**src/rtl/fb_stream_pkg.sv**
```systemverilog
// fb_stream_pkg: shared fetch-state type and geometry helpers for the framebuffer streamer
package fb_stream_pkg;

  typedef enum logic [1:0] {IDLE, RUN, DONE} fetch_state_t;

  function automatic int pixels_per_word(input int ram_width, input int pixel_bits);
    return ram_width / pixel_bits;
  endfunction

  function automatic int words_per_frame(input int h_res, input int v_res, input int ppw);
    return h_res * v_res / ppw;
  endfunction

  function automatic bit packing_ok(input int ram_width, input int pixel_bits);
    return pixel_bits > 0 && ram_width % pixel_bits == 0;
  endfunction

  function automatic bit depth_ok(input int depth);
    return depth >= 2 && (depth & (depth - 1)) == 0;
  endfunction

  function automatic bit latency_ok(input int latency);
    return latency >= 1 && latency <= 4;
  endfunction

endpackage

```
**src/rtl/fb_word_fifo.sv**
```systemverilog
// fb_word_fifo: prefetch word FIFO with flush; pop-before-push when full, no empty bypass
module fb_word_fifo #(
  parameter int WIDTH = 32,
  parameter int DEPTH = 4
) (
  input  logic                     clk,
  input  logic                     rst,
  input  logic                     flush,
  input  logic                     push,
  input  logic [WIDTH-1:0]         din,
  input  logic                     pop,
  output logic [WIDTH-1:0]         dout,
  output logic [$clog2(DEPTH):0]   count,
  output logic                     empty
);

  localparam int PW = $clog2(DEPTH);
  localparam logic [PW:0] FULL_CNT = (PW+1)'(DEPTH);

  logic [WIDTH-1:0] mem_q [DEPTH];
  logic [PW-1:0]    rd_q, rd_d, wr_q, wr_d;
  logic [PW:0]      count_q, count_d;
  logic             do_pop, do_push;

  // pointer and occupancy update; a pop frees the slot a same-cycle push may take
  always_comb begin
    do_pop  = !flush && pop && count_q != '0;
    do_push = !flush && push && (count_q != FULL_CNT || do_pop);
    rd_d    = flush ? '0 : rd_q + PW'(do_pop);
    wr_d    = flush ? '0 : wr_q + PW'(do_push);
    count_d = flush ? '0 : count_q + (PW+1)'(do_push) - (PW+1)'(do_pop);
  end

  // pointer and count registers
  always_ff @(posedge clk or negedge rst)
    if (!rst) begin
      rd_q    <= '0;
      wr_q    <= '0;
      count_q <= '0;
    end else begin
      rd_q    <= rd_d;
      wr_q    <= wr_d;
      count_q <= count_d;
    end

  // storage array, written only on an accepted push
  always_ff @(posedge clk)
    if (do_push) mem_q[wr_q] <= din;

  assign dout  = mem_q[rd_q];
  assign count = count_q;
  assign empty = count_q == '0;

endmodule

```
**src/rtl/fb_stream_reader.sv**
```systemverilog
// fb_stream_reader: prefetches frame RAM words and unpacks them LSB-first into pixels
module fb_stream_reader
  import fb_stream_pkg::*;
#(
  parameter int RAM_WIDTH   = 32,
  parameter int PIXEL_BITS  = 8,
  parameter int H_RES       = 480,
  parameter int V_RES       = 360,
  parameter int RAM_LATENCY = 1,
  parameter int FIFO_DEPTH  = 4,
  localparam int PPW        = pixels_per_word(RAM_WIDTH, PIXEL_BITS),
  localparam int WORDS      = words_per_frame(H_RES, V_RES, PPW),
  localparam int ADDR_BITS  = (WORDS > 1) ? $clog2(WORDS) : 1
) (
  input  logic                  clk,
  input  logic                  rst,
  input  logic                  frame_start,
  input  logic                  pixel_en,
  input  logic                  visible,
  input  logic [RAM_WIDTH-1:0]  ram_data,
  output logic [ADDR_BITS-1:0]  ram_addr,
  output logic                  ram_rd,
  output logic [PIXEL_BITS-1:0] pixel,
  output logic                  pixel_valid,
  output logic                  underflow
);

  localparam int IDX_BITS = (PPW > 1) ? $clog2(PPW) : 1;
  localparam int CNT_BITS = $clog2(FIFO_DEPTH) + 1;

  if (!packing_ok(RAM_WIDTH, PIXEL_BITS)) begin : g_bad_packing
    $error("PIXEL_BITS must divide RAM_WIDTH");
  end
  if (!depth_ok(FIFO_DEPTH)) begin : g_bad_depth
    $error("FIFO_DEPTH must be a power of two, at least 2");
  end
  if (!latency_ok(RAM_LATENCY)) begin : g_bad_latency
    $error("RAM_LATENCY must be in 1..4");
  end

  fetch_state_t           state_q, state_d;
  logic [ADDR_BITS-1:0]   addr_q, addr_d;
  logic                   rd_q, rd_d;
  logic [RAM_LATENCY-1:0] vld_q, vld_d;
  logic [RAM_WIDTH-1:0]   cur_word_q, cur_word_d;
  logic                   cur_valid_q, cur_valid_d;
  logic [IDX_BITS-1:0]    idx_q, idx_d;
  logic [PIXEL_BITS-1:0]  pixel_q, pixel_d;
  logic                   pixel_valid_q, pixel_valid_d;
  logic                   underflow_q, underflow_d;
  logic [CNT_BITS-1:0]    fifo_count;
  logic [RAM_WIDTH-1:0]   fifo_dout;
  logic                   fifo_empty, fifo_push, fifo_pop;
  logic [31:0]            occ;
  logic                   consume, last;

  fb_word_fifo #(.WIDTH(RAM_WIDTH), .DEPTH(FIFO_DEPTH)) u_fifo (
    .clk   (clk),
    .rst   (rst),
    .flush (frame_start),
    .push  (fifo_push),
    .din   (ram_data),
    .pop   (fifo_pop),
    .dout  (fifo_dout),
    .count (fifo_count),
    .empty (fifo_empty)
  );

  // fetch FSM: issue reads while buffered plus outstanding words leave FIFO room
  always_comb begin
    occ     = 32'(fifo_count) + 32'($countones(vld_q)) + 32'(rd_q);
    state_d = state_q;
    addr_d  = addr_q;
    rd_d    = 1'b0;
    if (frame_start) begin
      state_d = RUN;
      addr_d  = '0;
      rd_d    = 1'b1;
    end else if (state_q == RUN) begin
      if (rd_q && addr_q == ADDR_BITS'(WORDS - 1)) state_d = DONE;
      else begin
        addr_d = addr_q + ADDR_BITS'(rd_q);
        rd_d   = occ < 32'(FIFO_DEPTH);
      end
    end
    vld_d     = frame_start ? '0 : (vld_q << 1) | RAM_LATENCY'(rd_q);
    fifo_push = vld_q[RAM_LATENCY-1] && !frame_start;
  end

  // unpacker: refill the current word when empty, step through pixels on visible strobes
  always_comb begin
    last          = idx_q == IDX_BITS'(PPW - 1);
    consume       = pixel_en && visible && cur_valid_q && !frame_start;
    fifo_pop      = !frame_start && !fifo_empty && (!cur_valid_q || (consume && last));
    cur_word_d    = fifo_pop ? fifo_dout : cur_word_q;
    cur_valid_d   = !frame_start && (fifo_pop || (cur_valid_q && !(consume && last)));
    idx_d         = fifo_pop ? '0 : consume ? (last ? '0 : idx_q + 1'b1) : idx_q;
    pixel_d       = consume ? cur_word_q[idx_q*PIXEL_BITS +: PIXEL_BITS] : '0;
    pixel_valid_d = consume;
    underflow_d   = !frame_start && (underflow_q || (pixel_en && visible && !cur_valid_q));
  end

  // state registers, all cleared asynchronously
  always_ff @(posedge clk or negedge rst)
    if (!rst) begin
      state_q       <= IDLE;
      addr_q        <= '0;
      rd_q          <= 1'b0;
      vld_q         <= '0;
      cur_word_q    <= '0;
      cur_valid_q   <= 1'b0;
      idx_q         <= '0;
      pixel_q       <= '0;
      pixel_valid_q <= 1'b0;
      underflow_q   <= 1'b0;
    end else begin
      state_q       <= state_d;
      addr_q        <= addr_d;
      rd_q          <= rd_d;
      vld_q         <= vld_d;
      cur_word_q    <= cur_word_d;
      cur_valid_q   <= cur_valid_d;
      idx_q         <= idx_d;
      pixel_q       <= pixel_d;
      pixel_valid_q <= pixel_valid_d;
      underflow_q   <= underflow_d;
    end

  assign ram_addr    = addr_q;
  assign ram_rd      = rd_q;
  assign pixel       = pixel_q;
  assign pixel_valid = pixel_valid_q;
  assign underflow   = underflow_q;

endmodule

```
**config.mk**
```make
export PLATFORM = sky130hd
export DESIGN_NAME = fb_stream_reader
export DESIGN_NICKNAME = d
export VERILOG_FILES = /design/src/rtl/fb_stream_pkg.sv /design/src/rtl/fb_word_fifo.sv /design/src/rtl/fb_stream_reader.sv
export SDC_FILE = /design/constraint.sdc
export NUM_CORES = 1
export LEC_CHECK = 0
export CORE_ASPECT_RATIO = 0.6
export CORE_UTILIZATION = 29
export CTS_BUF_LIST = sky130_fd_sc_hd__clkbuf_4 sky130_fd_sc_hd__clkbuf_8 sky130_fd_sc_hd__clkbuf_16
export CTS_CLUSTER_DIAMETER = 40
export CTS_CLUSTER_SIZE = 12
export DETAILED_ROUTE_END_ITERATION = 8
export DONT_BUFFER_PORTS = 1
export PLACE_DENSITY = 0.41
export SETUP_SLACK_MARGIN = 0.15
export SLEW_MARGIN = 20
export SYNTH_ARGS = -nofsm -noshare
export SYNTH_HDL_FRONTEND = slang
export SYNTH_SLANG_ARGS = --single-unit
export TNS_END_PERCENT = 1
```
**constraint.sdc**
```tcl
create_clock -name clk -period 6.02 [get_ports clk]
set_input_delay 1.204 -clock clk [delete_from_list [all_inputs] [get_ports clk]]
set_output_delay 1.204 -clock clk [all_outputs]
set_load 0.01 [all_outputs]
```
Word-level counts from Yosys, hierarchy flattened:

Memory sizes are Yosys's and may differ from the RTL's. A register that Yosys moved wholly into a read port is not among the register bits.
Index checks and enable logic that the tools add are counted.

* register bits: 40
* bits in writable memories: 128
* input bits: 37
* output and inout port bits: 27
* memories kept: 1

Memory list
* u_fifo.mem_q: depth 4, bits a word 32, rd ports 1, clocked after Yosys merged registers in 1, write ports 1, line fb_word_fifo.sv:20 `logic [WIDTH-1:0] mem_q [DEPTH];`

* add/sub/neg operators: 8
* order comparisons: 1
* equal/unequal tests: 5
* shift operators: 1
* multiplexer cells: 19
* reduce and logical (&&, ||, !) cells: 32

Operator list (number)
* $mux 16: 3
* $shiftx 32x6->8: 1
* $add 16x1->16: 1
* $eq 16x16->1 const B: 1
* $logic_and 1x1->1: 16
* $mux 2: 8
* $mux 8: 1
* $mux 1: 6
* $reduce_bool 2->1: 3
* $add 4x1->5: 1
* $logic_not 1->1: 5
* $lt 5x3->1 const B: 1
* $add 2x1->2: 2
* $add 3x1->4: 1
* $logic_or 1x1->1: 4
* $reduce_and 2->1: 2
* $add 3x1->3: 1
* $logic_not 3->1: 1
* $mux 3: 1
* $ne 3x3->1 const B: 1
* $reduce_bool 3->1: 1
* $sub 3x1->3: 1
* $add 2x1->2 const B: 1
* $eq 2x1->1 const B: 1
* other kinds (2): 2

Logic depth before layout (Yosys ltp):

Gate-level depths: netlist of the first run.

* depth after elaboration: 13
* mapped depth: 11
* mapped depth without buffers: 10

By module:

Synthesis of the first run repeated with hierarchy kept, for this count alone.

* cells, all modules: 448
* area total of the unflattened synthesis: 8140.3 sq um

By module, submodules not included
* fb_word_fifo: instances 1, cells each 204, area each 5072.4 sq um, seq. area each 4018.9 sq um
* fb_stream_reader: instances 1, cells each 244, area each 3067.9 sq um, seq. area each 1626.6 sq um

Worst setup path before layout of the first run:

No wires, ideal clock.

* kind: input -> register
* start: input frame_start
* end: memory u_fifo.mem_q[1][0], enable pin
* data arrival time: 4.309 ns
* required time: 5.552 ns
* setup slack: 1.243 ns
* cell stages on the path: 4
* buffers on the path: 0
* path through: and3b_1 > a21oi_2 > a311o_1 > nor3b_1

* longest elaborated chain between the ends: 11
* elaborated cells between the ends (all ways): 14
* those cells by class: mux (2); reduce/logical (12)

RTL lines
* from (decl): line fb_stream_reader.sv:17 `input logic frame_start,`
* $logic_not 1->1 (*)
* $logic_and 1x1->1: line fb_stream_reader.sv:93 `consume = pixel_en && visible && cur_valid_q && !frame_start;`
* $logic_and 1x1->1: line fb_stream_reader.sv:94 `fifo_pop = !frame_start && !fifo_empty && (!cur_valid_q || (consume && last));`
* $logic_or 1x1->1: line fb_stream_reader.sv:94
* $logic_and 1x1->1: line fb_stream_reader.sv:94
* $logic_and 1x1->1 (2 in series): line fb_word_fifo.sv:27 `do_pop = !flush && pop && count_q != '0;`
* $logic_or 1x1->1: line fb_word_fifo.sv:28 `do_push = !flush && push && (count_q != FULL_CNT || do_pop);`
* $logic_and 1x1->1 (*): line fb_word_fifo.sv:28
* $mux 1 (*): line fb_word_fifo.sv:48 `if (do_push) mem_q[wr_q] <= din;`
* $mux 1 (not written as such) (*): line fb_word_fifo.sv:48
* to (decl): line fb_word_fifo.sv:20

Every way passes the cells marked *; elsewhere a longest branch is shown, timed or not.

Final worst setup path of the first run:

* start: input frame_start
* end: memory u_fifo.mem_q[3][25], enable pin

Same word-level chain as after synthesis.

==> results.toml, run 1 <==
[synth]
async_flop_share_pct = 36.0
syn_nets = 489
yosysTopAreaCell = "edfxtp_1"
yosysWarnings = 0
synth_cell_type_count = 41
synthesis.area_um2 = 7970
synthFlopType = "edfxtp_1"
ys_ff_latch = 200
yosysTopAreaCellShare_pct = 48.2
synth_area_per_cell_um2 = 18.0
yosysSeqAreaShare_pct = 70.8
synth_edf_count = 128
synth_area_leaders = "edfxtp_1 (48%), dfrtp_1 (23%), mux4_2 (11%)"
syn-instance-count = 442

[drt]
drc = 0
drt_iter0_drc = 215
vias = 3907
drtAntennaViolNets = 0
vias_per_cell = 4.76
firstDrtPassIters = 4
drt_wl_total_um = 17100
drt-wirelength-per-cell_um = 20.8

[placement]
place_inst = 788
place_congestion = 0.737
dp_hpwl_um = 10700
portBuffers = 0
dp_slack_ns = 2.20
dpl_cell_area_um2 = 8390

[timing]
whs_ns = 0.456
min_period_over_period_pct = 53.9
period_needed_ns = 3.24
tightest_slew_ns = 0.746
fmax_ghz = 0.308
setup_viol_count_final = 0
hold_viol = 0
rsz0062_at_grt = "no"
drv_slew = 0
fin_tns_setup_ns = 0
setup_slack_ns = 2.78
max-slew-margin-rel_pct = 50.3
final.setup_skew_ns = 0.00692

[critical_path]
cp_max_fo = 31
cp.required_ns = 6.14
crit_arrival_ns = 3.36
ff2ff_path_depth = 5
end_kind = "flip-flop"
path_class = "primary input to flip-flop"
startpoint_type = "primary input"

[final_layout]
postLayoutCellArea_um2 = 8960
finalNetCount = 494
mostFrequentLayoutCell = "edfxtp_1"
seq_area_um2 = 5650
antenna_cells = 0
layout-drive-gt1-share_pct = 25.7
final_cell_mix = "edfxtp_1 (128), dfrtp_1 (71), mux4_2 (40)"
area_delta_synth_final_pct = 12.4
fillers = 2579
fin_cells = 820
multi_input_area_um2 = 2200

[grt]
grt_max_degree = 73
grt_use_total_pct = 13.0
antenna_found_initial = 0
grt.overflow.total = 0
grt_pass1_vias = 3961
grt_pass1_wl_um = 26100

[floorplan]
num_rows = 46
die_y_um = 130
design.core.area_um2 = 26700
die-area_um2 = 28200
die_w_um = 216
io_pins = 64
initial_core_util_pct = 29.8

[clocking]
clock-sinks = 200
cts_hold_buf = 0
cts_buffers = 17
post_cts_resized = 0
clock_path_buffers = 2
cts_tree = "yes"
clk_pin_slew_ns = 0.07
cts_max_level = 4
root_buffer = "clkbuf_16"
worst_skew_pair.late_latency_ns = 0.44
post_cts_buffers = 0

[status]
status = "finished, final reports clean"

[flow_run]
cap_violations = 0

[pwr]
peakVddDrop_v = 0.000151
powerDensity_nw_per_um2 = 406
leakagePower_nw = 3.10

[worst_hold_path]
hp-class = "primary input to asynchronous set/reset pin"
sequential cells by signal, indices dropped and copies added, names as in the netlist:
register	flops
cur_valid_q	1
ram_rd	1
state_q	2
pixel	8
pixel_valid	1
u_fifo.mem_q	128
idx_q	2
u_fifo.wr_q	2
vld_q	1
ram_addr	16
u_fifo.count	3
u_fifo.rd_q	2
underflow	1
cur_word_q	32
logic make-up (layout without fill, tap and decap cells):
logic type               count (synthesis)  after routing  share of synthesized area [%]
AO/OA/AOI/OAI                           28             28                           2.24
XOR/XNOR                                 7              7                          0.769
flip-flops                             200            200                           70.8
AND/OR/NAND/NOR                         91             91                           6.44
buffers and inverters                   31             49                           1.85
adder cells (fa/ha/maj)                 10             10                           1.66
multiplexers                            75             75                           16.2
final cells by class:
class                      count  area share [%]
clock buffer                  22            5.31
clock inverter                10            1.05
inverter                      10           0.419
multi-input combinational    211            24.6
sequential                   200            63.0
tap                          360            5.03
timing repair buffer           7           0.587
layer usage:
metal | GRT usage, % | vias up | part of all wire, %
li1 | - | 1744 | -
met1 | 19.0 | 2082 | 50
met2 | 18.1 | 66 | 43
met3 | 3.96 | 15 | 5.0
met4 | 5.10 | 0 | 1.4
met5 | 0 | - | 0
stage by stage:
step | total power [mW] | util (%)
final | 3.64 | 33.5
after global routing | 3.83 | 33.5
after CTS | 3.70 | 33.5
after detailed placement | 2.58 | 31.4
after global placement | 2.58 | 31.4
after floorplan | 2.39 | -
worst paths after layout:
kind	startpoint	end	slack (ns)
max	frame_start	u_fifo.mem_q[3][25]	2.78
min	rst	underflow	0.46
max reg2reg	idx_q[0]	u_fifo.mem_q[3][25]	3.05
min reg2reg	cur_word_q[28]	cur_word_q[28]	0.51
max in group asynchronous	rst	cur_word_q[11]	5.42
min in group clk	cur_word_q[28]	cur_word_q[28]	0.51
worst max-delay path: stages:
cell and delay (ns):
and3b_1 0.55, a21oi_2 0.18, a311o_1 0.46, nor2_4 0.56, buf_4 0.38
power breakdown:
group          internal (mW)  leakage, nW  switching (mW)
combinational          0.404        0.758           0.291
sequential              1.66         2.07           0.180
clock                  0.606        0.269           0.495
cell usage after synthesis (2+ instances only):
cell / count
nand4_1: 5
mux2i_1: 2
nor2b_1: 8
nand2_1: 13
nor4_1: 2
inv_1: 10
nor4bb_1: 2
dfrtp_1: 72
a31oi_1: 4
buf_6: 3
or4_1: 2
o21ai_0: 8
xnor2_1: 5
nor3_1: 3
nor2_1: 19
a21oi_1: 7
or3_1: 6
clkbuf_2: 2
nor3b_1: 2
clkbuf_1: 11
and3_1: 13
a32oi_1: 2
mux2_2: 33
edfxtp_1: 128
xor2_1: 2
and3b_1: 2
buf_2: 5
and4_1: 4
nand3_1: 8
ha_1: 9
mux4_2: 40
Power figures use the tool's default switching activity.
==> run 2: changes to the inputs <==
- clock period: 6.02 -> 3.4 ns (I/O delays scaled with it)
==> run 2 against run 1 <==
Net effect:
- setup slack got worse by 2.0 ns
- via count decreased by 0.13%
- largest cell class unchanged
- critical endpoint is now u_fifo.mem_q[2][22]
- count of clock-buffer cells in the layout decreased by 5
- global-route usage increased by 0.14 points
- hold slack got worse by 0.33 ns
==> results.toml, run 2 (synthesis gave the netlist of run 1 again) <==
[status]
status = "finished, final reports clean"

[clocking]
root_buffer = "clkbuf_16"
cts_buffers = 17
clock-sinks = 200
clk_pin_slew_ns = 0.07
cts_max_level = 4
post_cts_resized = 0
clock_path_buffers = 2
worst_skew_pair.late_latency_ns = 0.44
cts_tree = "yes"

[floorplan]
initial_core_util_pct = 29.8
num_rows = 46
io_pins = 64
die_y_um = 130
die_w_um = 216
die-area_um2 = 28200
design.core.area_um2 = 26700

[drt]
drt_iter0_drc = 190
drc = 0
firstDrtPassIters = 4
drtAntennaViolNets = 0
vias_per_cell = 4.75
drt-wirelength-per-cell_um = 21.0
drt_wl_total_um = 17200
vias = 3902

[placement]
dp_slack_ns = 0.681
portBuffers = 0
place_congestion = 0.712
dp_hpwl_um = 10800

[final_layout]
finalNetCount = 496
fillers = 2526
layout-drive-gt1-share_pct = 25.8
mostFrequentLayoutCell = "edfxtp_1"
regMostFlops = "u_fifo.mem_q"
antenna_cells = 0
area_delta_synth_final_pct = 14.1
final_cell_mix = "edfxtp_1 (128), dfrtp_1 (71), mux4_2 (40)"
seq_area_um2 = 5650
multi_input_area_um2 = 2210
largest_reg_flops = 128

[critical_path]
cp.required_ns = 3.47
path_class = "flip-flop to flip-flop"
ff2ff_path_depth = 5
end_kind = "flip-flop"
crit_arrival_ns = 2.73
cp_max_fo = 32
startpoint_type = "flip-flop"

[grt]
antenna_found_initial = 1
grt_max_degree = 73
grt_pass1_vias = 4003
grt.overflow.total = 0
grt_use_total_pct = 13.2
grt_pass1_wl_um = 26300

[pwr]
p_clk_share_pct = 32.4
internal-power_mw = 4.97
p_switching_mw = 1.74
p_comb_share_pct = 18.2
powerDensity_nw_per_um2 = 737
seqPwrFrac_pct = 49.3
peakVddDrop_v = 0.000287
power_mw = 6.70
leakagePower_nw = 3.16
swShare_pct = 25.9

[timing]
hold_viol = 0
setup_viol_count_final = 0
min_period_over_period_pct = 78.2
drv_slew = 0
final.setup_skew_ns = 0.00782
fmax_ghz = 0.376
setup_slack_ns = 0.743
rsz0062_at_grt = "no"
period_needed_ns = 2.66
fin_tns_setup_ns = 0
max-slew-margin-rel_pct = 54.4
tightest_slew_ns = 0.683

[flow_run]
cap_violations = 0

[worst_hold_path]
hp-class = "primary input to asynchronous set/reset pin"
==> run 2: per-stage QoR <==
| stage | hold WS, ns | util (%) | instances | cell area [um2] |
|---|---|---|---|---|
| 3_5_place_dp | 0.387 | 31.6 | 789 | 8440 |
| 4_1_cts | 0.127 | 34.1 | 822 | 9100 |
| 6_report | 0.130 | 34.1 | 822 | 9100 |
| 2_1_floorplan | 0.384 | - | 442 | 7980 |
| 5_1_grt | 0.135 | 34.1 | 822 | 9100 |
| 3_3_place_gp | 0.387 | 31.6 | 789 | 8440 |
==> run 2: area by class of cell <==
| cell class | instances | area share (%) |
|---|---|---|
| repair buffers | 9 | 1.38 |
| inverters | 10 | 0.413 |
| well taps | 360 | 4.95 |
| clock inverters | 15 | 2.27 |
| multi-input cells | 211 | 24.3 |
| flip-flops and latches | 200 | 62.1 |
| clock buffers | 17 | 4.68 |
==> run 2: path summary, 6_finish.rpt <==
| path | startpoint | endpoint | slack, ns |
|---|---|---|---|
| worst max-delay path | idx_q[0] | u_fifo.mem_q[2][22] | 0.74 |
| worst min-delay path | rst | pixel_valid | 0.13 |
| worst max register to register | idx_q[0] | u_fifo.mem_q[2][22] | 0.74 |
| worst min register to register | cur_word_q[1] | cur_word_q[1] | 0.51 |
| max in group asynchronous | rst | u_fifo.rd_q[0] | 2.93 |
| min in group clk | frame_start | ram_addr[12] | 0.30 |
==> run 2: per-layer routing <==
layer | up-vias | part of all wire [%] | global-route usage [%]
met5 | - | 0 | 0
met4 | 0 | 1.4 | 5.34
met3 | 19 | 5.1 | 3.87
met2 | 52 | 44 | 18.7
met1 | 2085 | 50 | 18.9
li1 | 1746 | - | -
==> run 2: power by group through the flow <==
stage,clock network [mW],registers [mW],logic [mW]
after floorplan,0,3.13,1.10
after global placement,0,3.37,1.22
after detailed placement,0,3.37,1.23
after CTS,2.24,3.32,1.25
after global routing,2.34,3.37,1.35
final,2.17,3.31,1.22
==> run 2: worst max-delay path, cell delays in order, from the launching register on <==
cell,delay (ns)
dfrtp_1,0.72
ha_1,0.31
a21oi_2,0.10
a311o_1,0.45
nor3b_2,0.20
buf_4,0.50
==> run 2: repair_timing <==
item	CTS	global route
hold endpoints to repair	72	0
hold buffers	1	0
setup buffers	0	0
==> run 3: changes to the inputs <==
- clock period: 3.4 -> 2.6 ns (I/O delays scaled with it)
==> run 3 against run 2 <==
Net effect:
- global-route usage decreased by 0.19 points
- routed wire length increased by 0.60%
- cell count increased by 1.5%
- largest cell class unchanged
- critical path type unchanged
- first-iteration DRC count decreased by 13%
- sequential share of layout area decreased by 0.88 points
- clock power increased by 29%
==> results.toml, run 3 (synthesis gave the netlist of run 1 again) <==
[placement]
dp_slack_ns = 0.252
portBuffers = 0
place_congestion = 0.746
dpl_cell_area_um2 = 8570
dp_hpwl_um = 10800

[critical_path]
slowest_delay_ns = 0.40
ff2ff_path_depth = 8
worstPathCellList = "ha_1, a21oi_2, a311o_2, inv_1, ha_1, inv_1, fa_1, nor2_1"
path_class = "flip-flop to flip-flop"
startpoint = "idx_q[0]"
startpoint_type = "flip-flop"
end_kind = "flip-flop"
crit_end = "u_fifo.count[1]"
worst-r2r-setup-slack_ns = 0.46
crit_arrival_ns = 2.50
path_delay_family = "adder cells"
cp.required_ns = 2.96
worst-path-buf-inv = 2
cp_max_fo = 5
r2r_start = "idx_q[0]"
critPathSlowestCell = "fa_1"
worst-path-stages = 8
r2r_end = "u_fifo.count[1]"

[final_layout]
postLayoutCellArea_um2 = 9230
mostFrequentLayoutCell = "edfxtp_1"
final_cell_mix = "edfxtp_1 (128), dfrtp_1 (71), mux4_2 (40)"
area_delta_synth_final_pct = 15.8
largest_reg_flops = 128
antenna_cells = 0
finalNetCount = 508
layout-drive-gt1-share_pct = 27.8
fillers = 2567
regMostFlops = "u_fifo.mem_q"

[pwr]
internal-power_mw = 6.50
p_clk_share_pct = 31.8
peakVddDrop_v = 0.000492
p_comb_share_pct = 20.8
powerDensity_nw_per_um2 = 953
seqPwrFrac_pct = 47.4
p_switching_mw = 2.30
swShare_pct = 26.1
leakagePower_nw = 3.22

[grt]
grt_pass1_wl_um = 26100
grt_pass1_vias = 4101
grt.overflow.total = 0
grt_use_total_pct = 13.0
grt_max_degree = 73
antenna_found_initial = 1

[timing]
tightest_slew_ns = 0.529
max-slew-margin-rel_pct = 64.7
fmax_ghz = 0.468
fin_tns_setup_ns = 0
setup_viol_count_final = 0
setup_slack_ns = 0.463
drv_slew = 0
final.setup_skew_ns = 0.00911
hold_viol = 0
period_needed_ns = 2.14
rsz0062_at_grt = "no"
min_period_over_period_pct = 82.2

[drt]
drt-wirelength-per-cell_um = 20.8
drtAntennaViolNets = 0
drt_iter0_drc = 166
firstDrtPassIters = 4
vias = 3961
drc = 0
vias_per_cell = 4.75
drt_wl_total_um = 17300

[clocking]
cts_max_level = 4
clock_path_buffers = 2
worst_skew_pair.late_latency_ns = 0.43
cts_buffers = 17
cts_tree = "yes"
clock-sinks = 200
clk_pin_slew_ns = 0.07
root_buffer = "clkbuf_16"

[flow_run]
cap_violations = 0

[worst_hold_path]
hp-class = "primary input to flip-flop"

[floorplan]
die_w_um = 216
num_rows = 46
die-area_um2 = 28200
design.core.area_um2 = 26700
initial_core_util_pct = 29.8
die_y_um = 130
io_pins = 64

[status]
status = "finished, final reports clean"
[run 3: changes by cell type in the layout (fill, tap and decap cells not counted), moves of 2 or more]
cell,before,now
buf_12,3,6
buf_4,5,13
clkbuf_4,0,2
clkinvlp_4,1,3
[run 3: layout make-up]
| cell class | instances | area, um2 | area share (%) |
|---|---|---|---|
| flip-flops and latches | 200 | 5650 | 61.2 |
| multi-input cells | 211 | 2220 | 24.1 |
| well taps | 360 | 450 | 4.88 |
| clock buffers | 19 | 440 | 4.77 |
| repair buffers | 21 | 255 | 2.77 |
| clock inverters | 13 | 178 | 1.93 |
| inverters | 10 | 37.5 | 0.407 |
[run 3: worst min path at each step]
stage	from	end	cells after the start
after floorplan	rst	cur_valid_q	0
after global placement	rst	u_fifo.count[2]	0
after detailed placement	rst	u_fifo.count[1]	0
after CTS	frame_start	u_fifo.rd_q[0]	1
after global routing	frame_start	ram_addr[14]	1
final	frame_start	ram_addr[13]	1
[run 3: metal layers]
metal	GRT usage, %	share of wire (%)	up-vias	wire length, um
met5	0	0	-	0
met4	4.72	0.92	0	159
met3	3.82	4.9	12	850
met2	19.0	44	68	7610
met1	18.3	50	2110	8710
li1	-	-	1771	-
[run 3: metrics by stage]
| step | hold slack, ns | util (%) | instances | total power [mW] |
|---|---|---|---|---|
| finish | 0.147 | 34.6 | 834 | 8.80 |
| detailed placement | 0.227 | 32.1 | 800 | 6.08 |
| floorplan | 0.224 | - | 442 | 5.54 |
| global route | 0.115 | 34.6 | 834 | 9.27 |
| CTS | 0.109 | 34.6 | 834 | 8.94 |
| global placement | 0.227 | 32.1 | 800 | 6.06 |
[run 3: what timing repair did]
action                    in CTS  in global routing
buffers inserted               0                  0
gates resized for setup        0                  0
hold endpoints to repair      72                  0
hold buffers                   2                  0
[run 3: power by group through the flow]
| stage | combinational [mW] | clock (mW) | sequential, mW |
|---|---|---|---|
| after floorplan | 1.45 | 0 | 4.09 |
| after global placement | 1.82 | 0 | 4.24 |
| after detailed placement | 1.83 | 0 | 4.25 |
| after CTS | 1.87 | 2.88 | 4.18 |
| after global routing | 2.03 | 3.00 | 4.24 |
| final | 1.83 | 2.80 | 4.17 |
